===== src/rtl/serial_adder_subtractor.sv =====
// Digit-serial two's-complement adder/subtractor: WIDTH-bit operands handled
// DIGIT bits per clock from the LSB up, with start/busy/done handshake and flags.
module serial_adder_subtractor #(
    parameter int WIDTH = 16,
    parameter int DIGIT = 4
) (
    input  logic             clk,
    input  logic             rst_n,
    input  logic             start,
    input  logic [WIDTH-1:0] x,
    input  logic [WIDTH-1:0] y,
    input  logic             control,
    output logic             busy,
    output logic             done,
    output logic [WIDTH-1:0] z,
    output logic             cout,
    output logic             overflow,
    output logic             zero
);

    localparam int N  = WIDTH / DIGIT;
    localparam int CW = (N > 1) ? $clog2(N) : 1;
    localparam logic [CW-1:0] LAST_CNT = CW'(N - 1);

    generate
        if ((WIDTH < 2) || (DIGIT < 1) || (DIGIT > WIDTH) || ((WIDTH % DIGIT) != 0)) begin : g_bad_params
            $error("serial_adder_subtractor: WIDTH must be >= 2 and an integer multiple of DIGIT");
        end
    endgenerate

    typedef enum logic {
        IDLE = 1'b0,
        RUN  = 1'b1
    } state_t;

    state_t           state_q;
    logic [WIDTH-1:0] a_q;
    logic [WIDTH-1:0] b_q;
    logic [WIDTH-1:0] acc_q;
    logic             carry_q;
    logic [CW-1:0]    cnt_q;
    logic             busy_q;
    logic             done_q;
    logic [WIDTH-1:0] z_q;
    logic             cout_q;
    logic             ovf_q;
    logic             zero_q;

    logic [DIGIT-1:0] a_dig_s;
    logic [DIGIT-1:0] b_dig_s;
    logic [DIGIT-1:0] sum_s;
    logic             carry_d;
    logic             msb_cin_s;
    logic [WIDTH-1:0] a_d;
    logic [WIDTH-1:0] b_d;
    logic [WIDTH-1:0] acc_d;

    // One digit of the ripple sum; operands shift down, results fill from the top.
    always_comb begin
        a_dig_s            = a_q[DIGIT-1:0];
        b_dig_s            = b_q[DIGIT-1:0];
        {carry_d, sum_s}   = {1'b0, a_dig_s} + {1'b0, b_dig_s} + {{DIGIT{1'b0}}, carry_q};
        // Sum bit = a ^ b ^ cin, so the carry into the digit MSB falls out directly.
        msb_cin_s          = sum_s[DIGIT-1] ^ a_dig_s[DIGIT-1] ^ b_dig_s[DIGIT-1];
        a_d                = a_q >> DIGIT;
        b_d                = b_q >> DIGIT;
        acc_d              = acc_q >> DIGIT;
        acc_d[WIDTH-1 -: DIGIT] = sum_s;
    end

    // Control FSM, datapath registers and registered result/flags.
    always_ff @(posedge clk or negedge rst_n) begin
        if (!rst_n) begin
            state_q <= IDLE;
            a_q     <= {WIDTH{1'b0}};
            b_q     <= {WIDTH{1'b0}};
            acc_q   <= {WIDTH{1'b0}};
            carry_q <= 1'b0;
            cnt_q   <= {CW{1'b0}};
            busy_q  <= 1'b0;
            done_q  <= 1'b0;
            z_q     <= {WIDTH{1'b0}};
            cout_q  <= 1'b0;
            ovf_q   <= 1'b0;
            zero_q  <= 1'b0;
        end else begin
            done_q <= 1'b0;
            case (state_q)
                IDLE: begin
                    if (start) begin
                        a_q     <= x;
                        b_q     <= y ^ {WIDTH{control}};
                        carry_q <= control;
                        acc_q   <= {WIDTH{1'b0}};
                        cnt_q   <= {CW{1'b0}};
                        busy_q  <= 1'b1;
                        state_q <= RUN;
                    end else begin
                        state_q <= IDLE;
                    end
                end
                RUN: begin
                    a_q     <= a_d;
                    b_q     <= b_d;
                    acc_q   <= acc_d;
                    carry_q <= carry_d;
                    cnt_q   <= cnt_q + CW'(1);
                    if (cnt_q == LAST_CNT) begin
                        z_q     <= acc_d;
                        cout_q  <= carry_d;
                        ovf_q   <= msb_cin_s ^ carry_d;
                        zero_q  <= (acc_d == {WIDTH{1'b0}});
                        done_q  <= 1'b1;
                        busy_q  <= 1'b0;
                        state_q <= IDLE;
                    end else begin
                        state_q <= RUN;
                    end
                end
                default: begin
                    state_q <= IDLE;
                    busy_q  <= 1'b0;
                end
            endcase
        end
    end

    assign busy     = busy_q;
    assign done     = done_q;
    assign z        = z_q;
    assign cout     = cout_q;
    assign overflow = ovf_q;
    assign zero     = zero_q;

endmodule

===== config.mk =====
export PLATFORM = sky130hd
export DESIGN_NAME = serial_adder_subtractor
export DESIGN_NICKNAME = d
export VERILOG_FILES = /design/src/rtl/serial_adder_subtractor.sv
export SDC_FILE = /design/constraint.sdc
export NUM_CORES = 1
export LEC_CHECK = 0
export ABC_AREA = 1
export CAP_MARGIN = 20
export CELL_PAD_IN_SITES_DETAIL_PLACEMENT = 2
export CELL_PAD_IN_SITES_GLOBAL_PLACEMENT = 2
export CORE_MARGIN = 4
export CORE_UTILIZATION = 35
export DETAILED_ROUTE_END_ITERATION = 16
export GPL_TIMING_DRIVEN = 0
export HOLD_SLACK_MARGIN = 0.05
export PLACE_DENSITY_LB_ADDON = 0.1
export SYNTH_ARGS = -nofsm -noshare
export SYNTH_HDL_FRONTEND = slang
export SYNTH_SLANG_ARGS = --single-unit

===== constraint.sdc =====
create_clock -name clk -period 2.7 [get_ports clk]
set_input_delay 0.54 -clock clk [delete_from_list [all_inputs] [get_ports clk]]
set_output_delay 0.54 -clock clk [all_outputs]
set_load 0.05 [all_outputs]

==> run metrics <==
CTS-repair resized insts 0; transition time of the tightest slew-check pin 497.3 ps; flip-flop cell with the highest count after synthesis dfrtp_1; switching power between 0.0015 and 0.002 W; mean cell area of the mapped netlist about 9.7 um2; cts-stage hold buffer count 0; CTS Buffer Depth 2; startpoint kind of the worst setup timing path flop; max capacitance violation total 0; via count of the first global-routing pass 2847; nets in the synthesized netlist 361; synthesized flop and latch total a little under 70; switching share of total power between 40 and 50%; Die Ht between 100 and 150 um; global-route wire length before repair 14.04 mm; combined area of all synthesized cells just over 0.003 mm2; num ports 57; top cell type by total area after synthesis dfrtp_1; final instance area 0.003979 mm2; layout-stage area growth over the synthesis result 28.64%; synthesized instance count roughly 320; Antenna Violating Nets Remaining 0; number of buffers added by the clock tree synthesis step 9; Relative slew margins 66.74%; Peak VDD IR around 0.27 mV; fin. max-slew vios 0; Row Count 34; required time of the critical path ~2200 ps; post-synthesis sequential area ratio a little under three fifths; gp weighted congestion between 0.7 and 0.8; number of library cell types mapped by synthesis 27; clk root buf clkbuf_8; Static Leak between 1.5 and 2 nW; hold crit path type in2async; die boundary width a little over 100 um; CTS H-Tree Depth 3; Power Internal 0.002444 W; Final Hold Vio Count 0; result of the run completed; unrepaired setup endpoints after global routing false; Finish-stage setup viols 0; critical path capture point type primary output; number of warning messages in the yosys log 0; Clock Sinks a little under 70; clock tree from TritonCTS done; most instantiated cells after synthesis 94 x nand2_1, 69 x dfrtp_1, 21 x inv_1, 21 x o21ai_0, 20 x nand3_1; overflow left after global routing 0; pwr dens 1102 mW/mm2; area fraction of the dominant cell type after synthesis 55.83%; cell types with the largest area share after synthesis dfrtp_1 56%, nand2_1 11%, xnor2_1 5.1%; Initial Util between 30% and 40%; leading cell type by number of instances after synthesis nand2_1; critical path type reg2out; placed instance area roughly 0.0038 mm2; Setup Skew roughly 11 ps; half-perimeter wire length of the detailed placement result 6.063 mm; Post-Route WL 8.361 mm; fraction of final layout cells sized beyond drive strength 1 9.974%; Top delay family on crit path buffers and inverters; combinational share of power a little under half; share of power burned in registers between 30% and 40%; DR DRC count 0; delay of the slowest critical-path stage roughly 810 ps; clock transition at the registers of the reported paths 90 ps; maximum number of pins on one net before global-route repair 70; critical path peak fanout 2; number of antenna diodes 0; fraction of the cycle the final worst path needs 77.11%; Critical Path, Cell by Cell clkdlybuf4s50_1; ratio of routed vias to standard cells just over 5; EDFF count, synth 0; overall routing resource usage about 18%; area of the core 0.008678 mm2; WP data arrival roughly 1500 ps; antenna violations before repair 0; combined buffer and inverter count along the critical path 1; Worst-Skew Late Latency approximately 350 ps; slowest CP cell clkdlybuf4s50_1; Final Critical Period roughly 2100 ps; Achievable Freq around 480 MHz; total iterations of the first detailed-routing run 4; fraction of power consumed by the clock network between 10% and 20%; post-route core utilization a little under half; post-CTS setup buffer count 0; count of vias placed by the detailed router around 2500; average wire length per cell after detail routing approximately 17 um; IO buf count 55; total chip power 0.004383 W; NumNets Final between 400 and 500; async set-or-reset flop fraction in the synthesized netlist 100.0%; die area 0.01041 mm2; drt initial violations 53
-- power by group through the flow --
stage,Combinational (W),Clock (W),Sequential (W)
2_1_floorplan,0.000933,0,0.00201
3_3_place_gp,0.00193,0,0.00161
3_5_place_dp,0.00202,0,0.00164
4_1_cts,0.00204,0.000794,0.00163
5_1_grt,0.00222,0.000838,0.00167
6_report,0.00199,0.000772,0.00162
-- placed cells by master, fill, tap and decap left out, types with 9 or more instances in the layout --
cell / count
inv_1: 21
o22ai_1: 12
xnor2_1: 18
clkbuf_8: 9
o21ai_0: 21
dfrtp_1: 69
nand3_1: 20
nor2_1: 9
nand2_1: 94
clkdlybuf4s50_1: 54
o211ai_1: 13
-- path summary, 6_finish.rpt --
| check | from | to | slack [ps] | depth (start not counted) |
|---|---|---|---|---|
| worst max-delay path | z[1]$_DFFE_PN0P_ | z[1] | 620 | 1 |
| worst max register to register | a_q[0]$_DFFE_PN0P_ | zero$_DFFE_PN0P_ | 740 | 9 |
| min in group clk | z[15]$_DFFE_PN0P_ | z[15]$_DFFE_PN0P_ | 490 | 2 |
| worst min-delay path | rst_n | z[3]$_DFFE_PN0P_ | 180 | 2 |
| max in group asynchronous | rst_n | b_q[7]$_DFFE_PN0P_ | 2220 | 2 |
| worst min register to register | z[15]$_DFFE_PN0P_ | z[15]$_DFFE_PN0P_ | 490 | 2 |
-- sequential cells by signal (all words and copies together) (netlist names) --
| signal | count |
|---|---|
| cout | 1 |
| acc_q | 12 |
| done | 1 |
| busy | 1 |
| b_q | 16 |
| overflow | 1 |
| zero | 1 |
| carry_q | 1 |
| cnt_q | 2 |
| a_q | 16 |
| z | 16 |
| state_q | 1 |
-- metrics by stage --
stage / hold WS (ps) / TNS (ps) / worst slack [ps] / std cells
global placement: 463.9 / -95120 / -1385 / 482
floorplan: 244.4 / 0 / 1014 / 319
global route: 198.3 / 0 / 567.8 / 499
detailed placement: 471.3 / 0 / 740.2 / 483
CTS: 193.6 / 0 / 599.4 / 499
finish: 184.2 / 0 / 617.9 / 499
-- layer usage --
metal | up-vias | share of wire [%] | track usage [%]
met3 | 12 | 3.3 | 2.457
li1 | 1188 | - | -
met5 | - | 0 | 0
met2 | 43 | 53 | 32.43
met4 | 0 | 2.0 | 7.366
met1 | 1270 | 42 | 20.47
-- worst reg2reg max path, delay by kind of cell, from the launching register on --
family                   cells  cell delay, ps
XOR/XNOR                     1             370
adder cells (fa/ha/maj)      2             590
buffers and inverters        2             170
flip-flops                   1             360
AND/OR/NAND/NOR              4             420
-- layout make-up --
type | count | area [um2]
multi-input cells | 209 | 1149
well taps | 108 | 135.1
clock inverters | 7 | 51.30
flip-flops and latches | 69 | 1727
clock buffers | 9 | 123.9
repair buffers | 56 | 575.6
plain buffers | 15 | 108.9
inverters | 26 | 108.9
fillers | 977 | 4700
-- kinds of logic after synthesis --
family | synth area share (%)
XOR/XNOR | 5.380
AND/OR/NAND/NOR | 17.72
adder cells (fa/ha/maj) | 2.913
buffers and inverters | 7.039
flip-flops | 55.83
AO/OA/AOI/OAI | 11.12
Note: power is estimated with default switching activity, not from simulation.
